### src/rtl/pipe_pkg.sv
// Shared types for the pipeline sequencer: FSM state encoding, the stage
// enable/flush bundle and the default performance-counter width.
package pipe_pkg;

  localparam int CNT_W_DEF = 32;

  typedef enum logic [1:0] {
    ST_RUN    = 2'd0,
    ST_HALT   = 2'd1,
    ST_RESUME = 2'd2
  } state_e;

  // Bundle order: enables from the front of the pipe to the back, then flushes.
  typedef struct packed {
    logic pc_en;
    logic ifid_en;
    logic idex_en;
    logic exmem_en;
    logic memwb_en;
    logic ifid_flush;
    logic idex_flush;
  } stage_ctrl_t;

  function automatic stage_ctrl_t ctrl_all_en(input logic ifid_fl, input logic idex_fl);
    stage_ctrl_t c;
    c            = '1;
    c.ifid_flush = ifid_fl;
    c.idex_flush = idex_fl;
    return c;
  endfunction

endpackage

### src/rtl/pipeline_sequencer_if.sv
// Hazard requests into the sequencer and stage strobes / counters out of it.
interface pipeline_sequencer_if #(
  parameter int CNT_W = pipe_pkg::CNT_W_DEF
);
  logic             load_use_stall;
  logic             branch_taken;
  logic             jump_id;
  logic             mem_wait;
  logic             halt_req;
  logic             resume;
  logic             wb_valid;
  logic             clr_cnt;
  logic             pc_en;
  logic             ifid_en;
  logic             idex_en;
  logic             exmem_en;
  logic             memwb_en;
  logic             ifid_flush;
  logic             idex_flush;
  logic             halted;
  logic [CNT_W-1:0] cycle_cnt;
  logic [CNT_W-1:0] stall_cnt;
  logic [CNT_W-1:0] freeze_cnt;
  logic [CNT_W-1:0] flush_cnt;
  logic [CNT_W-1:0] retire_cnt;

  modport master (
    output load_use_stall, branch_taken, jump_id, mem_wait, halt_req, resume,
           wb_valid, clr_cnt,
    input  pc_en, ifid_en, idex_en, exmem_en, memwb_en, ifid_flush, idex_flush,
           halted, cycle_cnt, stall_cnt, freeze_cnt, flush_cnt, retire_cnt
  );

  modport slave (
    input  load_use_stall, branch_taken, jump_id, mem_wait, halt_req, resume,
           wb_valid, clr_cnt,
    output pc_en, ifid_en, idex_en, exmem_en, memwb_en, ifid_flush, idex_flush,
           halted, cycle_cnt, stall_cnt, freeze_cnt, flush_cnt, retire_cnt
  );
endinterface

### src/rtl/perf_counter.sv
// Single wrapping event counter; a synchronous clear beats the increment.
module perf_counter #(
  parameter int CNT_W = 32
) (
  input  logic             clk,
  input  logic             rst_n,
  input  logic             inc_i,
  input  logic             clr_i,
  output logic [CNT_W-1:0] cnt_o
);

  logic [CNT_W-1:0] cnt_q, cnt_d;

  always_comb begin
    cnt_d = cnt_q;
    if (clr_i)      cnt_d = '0;
    else if (inc_i) cnt_d = cnt_q + 1'b1;
  end

  always_ff @(posedge clk or negedge rst_n) begin
    if (!rst_n) cnt_q <= '0;
    else        cnt_q <= cnt_d;
  end

  assign cnt_o = cnt_q;

endmodule

### src/rtl/pipeline_sequencer.sv
// Stall/flush scheduler for the 5-stage pipeline: RUN/HALT/RESUME machine,
// prioritised stage strobes and the performance counters.
module pipeline_sequencer
  import pipe_pkg::*;
#(
  parameter int CNT_W = CNT_W_DEF
) (
  input logic                 clk,
  input logic                 rst_n,
  pipeline_sequencer_if.slave bus
);

  state_e      state_q, state_d;
  logic        resume_q;
  stage_ctrl_t ctrl;
  stage_ctrl_t ctrl_out;

  logic st_run, st_halt, st_resume;
  logic is_freeze, is_branch, is_stall, is_jump;
  logic resume_rise;

  assign st_run    = (state_q == ST_RUN);
  assign st_halt   = (state_q == ST_HALT);
  assign st_resume = (state_q == ST_RESUME);

  // RUN priority: memory wait, then branch, then load-use, then jump.
  assign is_freeze = st_run & bus.mem_wait;
  assign is_branch = st_run & ~bus.mem_wait & bus.branch_taken;
  assign is_stall  = st_run & ~bus.mem_wait & ~bus.branch_taken & bus.load_use_stall;
  assign is_jump   = st_run & ~bus.mem_wait & ~bus.branch_taken & ~bus.load_use_stall
                     & bus.jump_id;

  assign resume_rise = bus.resume & ~resume_q;

  always_comb begin
    ctrl = ctrl_all_en(1'b0, 1'b0);
    if (st_halt || is_freeze) begin
      ctrl = '0;
    end else if (is_branch) begin
      ctrl = ctrl_all_en(1'b1, 1'b1);
    end else if (is_stall) begin
      ctrl         = ctrl_all_en(1'b0, 1'b1);
      ctrl.pc_en   = 1'b0;
      ctrl.ifid_en = 1'b0;
    end else if (is_jump) begin
      ctrl = ctrl_all_en(1'b1, 1'b0);
    end
  end

  always_comb begin
    state_d = state_q;
    unique case (state_q)
      ST_RUN:    if (bus.halt_req && !bus.mem_wait) state_d = ST_HALT;
      ST_HALT:   if (resume_rise) state_d = ST_RESUME;
      ST_RESUME: state_d = ST_RUN;
      default:   state_d = ST_RUN;
    endcase
  end

  always_ff @(posedge clk or negedge rst_n) begin
    if (!rst_n) begin
      state_q  <= ST_RUN;
      resume_q <= 1'b0;
    end else begin
      state_q  <= state_d;
      resume_q <= bus.resume;
    end
  end

  // Strobes are Mealy outputs, so reset has to mask them explicitly.
  assign ctrl_out = rst_n ? ctrl : '0;

  assign bus.pc_en      = ctrl_out.pc_en;
  assign bus.ifid_en    = ctrl_out.ifid_en;
  assign bus.idex_en    = ctrl_out.idex_en;
  assign bus.exmem_en   = ctrl_out.exmem_en;
  assign bus.memwb_en   = ctrl_out.memwb_en;
  assign bus.ifid_flush = ctrl_out.ifid_flush;
  assign bus.idex_flush = ctrl_out.idex_flush;
  assign bus.halted     = rst_n & st_halt;

  logic cycle_inc, retire_inc;
  logic [CNT_W-1:0] cycle_c, stall_c, freeze_c, flush_c, retire_c;

  assign cycle_inc  = ~st_halt;
  // The halt instruction is held in WB and retires on the RESUME cycle.
  assign retire_inc = bus.wb_valid &
                      ((st_run & ~bus.mem_wait & ~bus.halt_req) | st_resume);

  perf_counter #(.CNT_W(CNT_W)) u_cycle_cnt (
    .clk(clk), .rst_n(rst_n), .inc_i(cycle_inc), .clr_i(bus.clr_cnt), .cnt_o(cycle_c)
  );
  perf_counter #(.CNT_W(CNT_W)) u_stall_cnt (
    .clk(clk), .rst_n(rst_n), .inc_i(is_stall), .clr_i(bus.clr_cnt), .cnt_o(stall_c)
  );
  perf_counter #(.CNT_W(CNT_W)) u_freeze_cnt (
    .clk(clk), .rst_n(rst_n), .inc_i(is_freeze), .clr_i(bus.clr_cnt), .cnt_o(freeze_c)
  );
  perf_counter #(.CNT_W(CNT_W)) u_flush_cnt (
    .clk(clk), .rst_n(rst_n), .inc_i(is_branch | is_jump), .clr_i(bus.clr_cnt),
    .cnt_o(flush_c)
  );
  perf_counter #(.CNT_W(CNT_W)) u_retire_cnt (
    .clk(clk), .rst_n(rst_n), .inc_i(retire_inc), .clr_i(bus.clr_cnt), .cnt_o(retire_c)
  );

  assign bus.cycle_cnt  = cycle_c;
  assign bus.stall_cnt  = stall_c;
  assign bus.freeze_cnt = freeze_c;
  assign bus.flush_cnt  = flush_c;
  assign bus.retire_cnt = retire_c;

endmodule

### src/flat_wrapper.sv
// flat-port wrapper written by rule: the top's interface ports become plain ports
module pipeline_sequencer_flat import pipe_pkg::*;
#(
  parameter int CNT_W = CNT_W_DEF
)
  (clk, rst_n, bus_load_use_stall, bus_branch_taken, bus_jump_id, bus_mem_wait, bus_halt_req, bus_resume, bus_wb_valid, bus_clr_cnt, bus_pc_en, bus_ifid_en, bus_idex_en, bus_exmem_en, bus_memwb_en, bus_ifid_flush, bus_idex_flush, bus_halted, bus_cycle_cnt, bus_stall_cnt, bus_freeze_cnt, bus_flush_cnt, bus_retire_cnt);
  pipeline_sequencer_if #(.CNT_W(CNT_W)) bus_i ();
  input logic clk;
  input logic rst_n;
  input wire logic [$bits(bus_i.load_use_stall)-1:0] bus_load_use_stall;
  input wire logic [$bits(bus_i.branch_taken)-1:0] bus_branch_taken;
  input wire logic [$bits(bus_i.jump_id)-1:0] bus_jump_id;
  input wire logic [$bits(bus_i.mem_wait)-1:0] bus_mem_wait;
  input wire logic [$bits(bus_i.halt_req)-1:0] bus_halt_req;
  input wire logic [$bits(bus_i.resume)-1:0] bus_resume;
  input wire logic [$bits(bus_i.wb_valid)-1:0] bus_wb_valid;
  input wire logic [$bits(bus_i.clr_cnt)-1:0] bus_clr_cnt;
  output wire logic [$bits(bus_i.pc_en)-1:0] bus_pc_en;
  output wire logic [$bits(bus_i.ifid_en)-1:0] bus_ifid_en;
  output wire logic [$bits(bus_i.idex_en)-1:0] bus_idex_en;
  output wire logic [$bits(bus_i.exmem_en)-1:0] bus_exmem_en;
  output wire logic [$bits(bus_i.memwb_en)-1:0] bus_memwb_en;
  output wire logic [$bits(bus_i.ifid_flush)-1:0] bus_ifid_flush;
  output wire logic [$bits(bus_i.idex_flush)-1:0] bus_idex_flush;
  output wire logic [$bits(bus_i.halted)-1:0] bus_halted;
  output wire logic [$bits(bus_i.cycle_cnt)-1:0] bus_cycle_cnt;
  output wire logic [$bits(bus_i.stall_cnt)-1:0] bus_stall_cnt;
  output wire logic [$bits(bus_i.freeze_cnt)-1:0] bus_freeze_cnt;
  output wire logic [$bits(bus_i.flush_cnt)-1:0] bus_flush_cnt;
  output wire logic [$bits(bus_i.retire_cnt)-1:0] bus_retire_cnt;
  assign bus_i.load_use_stall = bus_load_use_stall;
  assign bus_i.branch_taken = bus_branch_taken;
  assign bus_i.jump_id = bus_jump_id;
  assign bus_i.mem_wait = bus_mem_wait;
  assign bus_i.halt_req = bus_halt_req;
  assign bus_i.resume = bus_resume;
  assign bus_i.wb_valid = bus_wb_valid;
  assign bus_i.clr_cnt = bus_clr_cnt;
  assign bus_pc_en = bus_i.pc_en;
  assign bus_ifid_en = bus_i.ifid_en;
  assign bus_idex_en = bus_i.idex_en;
  assign bus_exmem_en = bus_i.exmem_en;
  assign bus_memwb_en = bus_i.memwb_en;
  assign bus_ifid_flush = bus_i.ifid_flush;
  assign bus_idex_flush = bus_i.idex_flush;
  assign bus_halted = bus_i.halted;
  assign bus_cycle_cnt = bus_i.cycle_cnt;
  assign bus_stall_cnt = bus_i.stall_cnt;
  assign bus_freeze_cnt = bus_i.freeze_cnt;
  assign bus_flush_cnt = bus_i.flush_cnt;
  assign bus_retire_cnt = bus_i.retire_cnt;
  pipeline_sequencer #(.CNT_W(CNT_W)) u_core (.clk(clk), .rst_n(rst_n), .bus(bus_i));
endmodule
### config.mk
export PLATFORM = sky130hd
export DESIGN_NAME = pipeline_sequencer_flat
export DESIGN_NICKNAME = d
export VERILOG_FILES = /design/src/rtl/pipe_pkg.sv /design/src/rtl/pipeline_sequencer_if.sv /design/src/rtl/perf_counter.sv /design/src/rtl/pipeline_sequencer.sv /design/src/flat_wrapper.sv
export SDC_FILE = /design/constraint.sdc
export NUM_CORES = 1
export LEC_CHECK = 0
export CAP_MARGIN = 15
export CORE_MARGIN = 2
export CORE_UTILIZATION = 56
export DETAILED_ROUTE_END_ITERATION = 10
export PLACE_DENSITY = 0.85
export SYNTH_ARGS = -nofsm -noshare
export SYNTH_HDL_FRONTEND = slang
export SYNTH_HIERARCHICAL = 1
export SYNTH_SLANG_ARGS = --single-unit
### constraint.sdc
create_clock -name clk -period 5.6 [get_ports clk]
set_clock_uncertainty 0.15 [all_clocks]
set_input_delay 0.84 -clock clk [delete_from_list [all_inputs] [get_ports clk]]
set_output_delay 0.84 -clock clk [all_outputs]
set_load 0.05 [all_outputs]
==> results.py <==
metrics = {
    "status": {
        "status": "finished, final reports clean",
    },
    "worst_setup_path": {
        "timing.critical_path.buf_inv": 3,
        "startpoint_type": "primary input",
        "cp-end-kind": "primary output",
        "path_common_cell": "clkdlybuf4s50_1",
        "setup.worst_path.class": "in2out",
        "critical_path_peak_fanout": 8,
        "timing.critical_path.cells": "clkdlybuf4s50_1 -> nor3b_1 -> buf_4 -> nor2_1 -> clkdlybuf4s50_1",
        "critical-path-top-delay-family": "buffers and inverters",
        "critical_path.reg2reg.startpoint": "u_core/state_q[0]$_DFFE_PN0P_",
        "worst-endpoint-arrival_ps": 2720,
        "critical-path-max-stage-delay_ps": 840,
        "timing.critical_path.required_ps": 4610,
        "setup.worst_path.start": "bus_mem_wait",
        "crit_path_top_delay_cell": "clkdlybuf4s50_1",
    },
    "floorplanning": {
        "chipHeight_um": 128,
        "die_area_um2": 16500,
        "die_width_um": 128,
        "initial_utilization": 0.573,
        "rows": 45,
        "area_of_the_placeable_core_um2": 15100,
        "pin_count": 178,
    },
    "timing": {
        "rsz_0062_raised_after_global_routing": "no",
        "tns_setup_ps": 0,
        "layout_worst_path_cycle_share": 0.663,
        "fmaxAchievable_ghz": 0.269,
        "crit_path_time_final_ps": 3710,
        "setup_viol_count_final": 0,
        "worst_slew_margin_relative_to_its_limit": 0.333,
        "finalMaxSlewViolations": 0,
        "hold_viol": 0,
        "timing_worst_slew_pin_value_ps": 1000,
    },
    "drt": {
        "drt-wirelength-per-cell_um": 16.8,
        "dr.pass1.iters": 5,
        "routed_wire_length_mm": 21.1,
        "routed_via_density": 6.12,
        "final_antenna_net_count": 0,
        "route.vias.total": 7693,
        "drt_drc_violations_left": 0,
        "detail_route.iter0.violations": 518,
    },
    "cts": {
        "post_cts.resized_instances": 0,
        "cts_buffers": 17,
        "htree_num_levels": 4,
        "path_clk_slew_ps": 60,
        "worst_skew_pair.late_latency_ps": 420,
        "cts_tree": "built",
        "cts-root-to-sink-buffers": 2,
        "postCtsHoldBufs": 0,
        "root_buffer": "clkbuf_16",
        "cts_post_setup_buffers_inserted": 0,
        "cts_sinks": 163,
    },
    "global_route": {
        "first_pass_grt_wire_length_mm": 34.8,
        "vias_in_the_first_global_route": 7215,
        "number_of_antenna_violations_at_the_first_check_in_global_routing": 0,
        "globalRoute.totalOverflow": 0,
        "largest_net_degree_at_the_start_of_global_routing": 109,
        "grtUsageTotal": 0.258,
    },
    "placed_design": {
        "place_hpwl_mm": 13.6,
        "port_buffers": 177,
        "gp_congestion": 0.819,
        "placed_cells_incl_taps": 1226,
    },
    "cells_and_area": {
        "layout-drive-gt1-share": 0.0551,
        "final_cells": 1258,
        "nNetsFinal": 1072,
        "area.growth.synth_to_final_pct": 26.7,
        "antenna_cells": 0,
    },
    "synthesis": {
        "synth-seq-area-share": 0.470,
        "synth_nets": 932,
        "synthesis.yosys.warnings": 6,
        "synth_edf_count": 0,
        "yosys_register_bits": 163,
        "synthCells": 917,
        "ys_async_sr_fraction": 1.00,
        "synth_area_per_cell_um2": 9.46,
        "dominantRegCellSynth": "dfrtp_1",
        "mappedNetlistArea_um2": 8680,
        "synth.lib_cells_used.distinct": 44,
    },
    "pwr": {
        "irDropWorstVdd_v": 0.000217,
        "cellLeakagePower_nw": 4.04,
        "power-per-cell-area_nw_per_um2": 235,
    },
    "min_path": {
        "min_path_type": "in2async",
    },
    "run": {
        "max_cap_viol_count": 0,
    },
}
## report_power, final
| part | switching, W | internal (W) |
|---|---|---|
| Clock | 0.000477 | 0.000656 |
| Sequential | 0.0000261 | 0.00119 |
| Combinational | 0.000160 | 0.0000692 |
## cells in the mapped netlist, types with 29 or more instances
master,number,area [um2]
a21oi_1,94,470
clkbuf_1,29,109
dfrtp_1,163,4080
inv_1,33,124
nand2_1,66,248
nand3_1,31,155
nor2_1,74,278
o21ai_0,38,190
o31ai_1,55,413
or3_1,44,275
or4_1,60,450
xnor2_1,35,307
## worst reg2reg max path, stage by stage, from the launching register on
cell       delay [ps]
dfrtp_1           480
nor3_4            260
nor2b_1           550
o2111ai_4         240
or3_1             670
or4_1             590
a21oi_1           150
## kinds of logic (layout without fill, tap and decap cells)
kind of cell / count (synthesis) / count (layout) / synth area share
buffers and inverters: 95 / 248 / 0.0495
AND/OR/NAND/NOR: 383 / 383 / 0.255
AO/OA/AOI/OAI: 204 / 204 / 0.148
multiplexers: 12 / 12 / 0.0149
flip-flops: 163 / 163 / 0.470
adder cells (fa/ha/maj): 5 / 5 / 0.00721
XOR/XNOR: 55 / 55 / 0.0555
## per-layer routing
layer | wire [um] | part of all wire | up-vias | GRT usage
li1 | - | - | 3684 | -
met1 | 9140 | 0.43 | 3758 | 0.343
met2 | 10300 | 0.49 | 230 | 0.423
met3 | 1380 | 0.065 | 21 | 0.0732
met4 | 240 | 0.011 | 0 | 0.0633
met5 | 0 | 0 | - | 0
## final cells by class
type                    count  area, um2
clock buffers              19        433
clock inverters            13        136
fillers                  1096       4150
inverters                  33        124
multi-input cells         659       4170
flip-flops and latches    163       4080
well taps                 188        235
repair buffers            183       1820
## cells in the final DEF (no fill, tap or decap), types with 4 or more instances in the layout
cell type | synthesis | routed
nand3_1 | 31 | 31
o31ai_1 | 55 | 55
or4_1 | 60 | 60
mux2i_1 | 5 | 5
clkdlybuf4s50_1 | 0 | 175
inv_1 | 33 | 33
clkinvlp_4 | 0 | 4
o211a_1 | 4 | 4
xnor2_1 | 35 | 35
o21ai_0 | 38 | 38
o2111ai_4 | 4 | 4
nor2b_1 | 8 | 8
mux2_2 | 7 | 7
nor3_1 | 16 | 16
ha_1 | 5 | 5
buf_4 | 11 | 6
nand2_1 | 66 | 66
xor2_1 | 20 | 20
clkinv_2 | 0 | 4
or3_1 | 44 | 44
a21oi_1 | 94 | 94
and4_1 | 19 | 19
nor4_1 | 22 | 22
nand4_1 | 23 | 23
clkbuf_16 | 0 | 17
nand4_4 | 5 | 5
nor2_1 | 74 | 74
o211ai_1 | 4 | 4
nand3b_1 | 4 | 4
dfrtp_1 | 163 | 163
## final timing paths
check	endpoint	slack, ps	cells past startpoint
min in group clk	u_core/state_q[1]$_DFFE_PN0P_	370	2
worst min-delay path	u_core/u_stall_cnt/cnt_o[31]$_DFFE_PN0P_	240	1
worst max register to register	u_core/u_flush_cnt/cnt_o[27]$_DFFE_PN0P_	2430	6
worst min register to register	u_core/state_q[1]$_DFFE_PN0P_	370	2
max in group asynchronous	u_core/u_retire_cnt/cnt_o[2]$_DFFE_PN0P_	3650	2
worst max-delay path	bus_idex_en	1890	5
## registers in the layout, summed over array words and instances, names as in the netlist
register,count
u_core/state_q,2
u_core/resume_q,1
u_core/u_retire_cnt/cnt_o,32
u_core/u_stall_cnt/cnt_o,32
u_core/u_freeze_cnt/cnt_o,32
u_core/u_cycle_cnt/cnt_o,32
u_core/u_flush_cnt/cnt_o,32
## metrics by stage
step	util	hold WS, ps	cell area [um2]	power, W	setup WS, ps
after global placement	0.688	353	10400	0.00147	1710
after CTS	0.726	258	11000	0.00260	1880
after detailed placement	0.688	351	10400	0.00147	1630
final	0.726	238	11000	0.00258	1890
after global routing	0.726	279	11000	0.00268	1800
after floorplan	-	326	8680	0.00139	2570
Note: power is estimated with default switching activity, not from simulation.
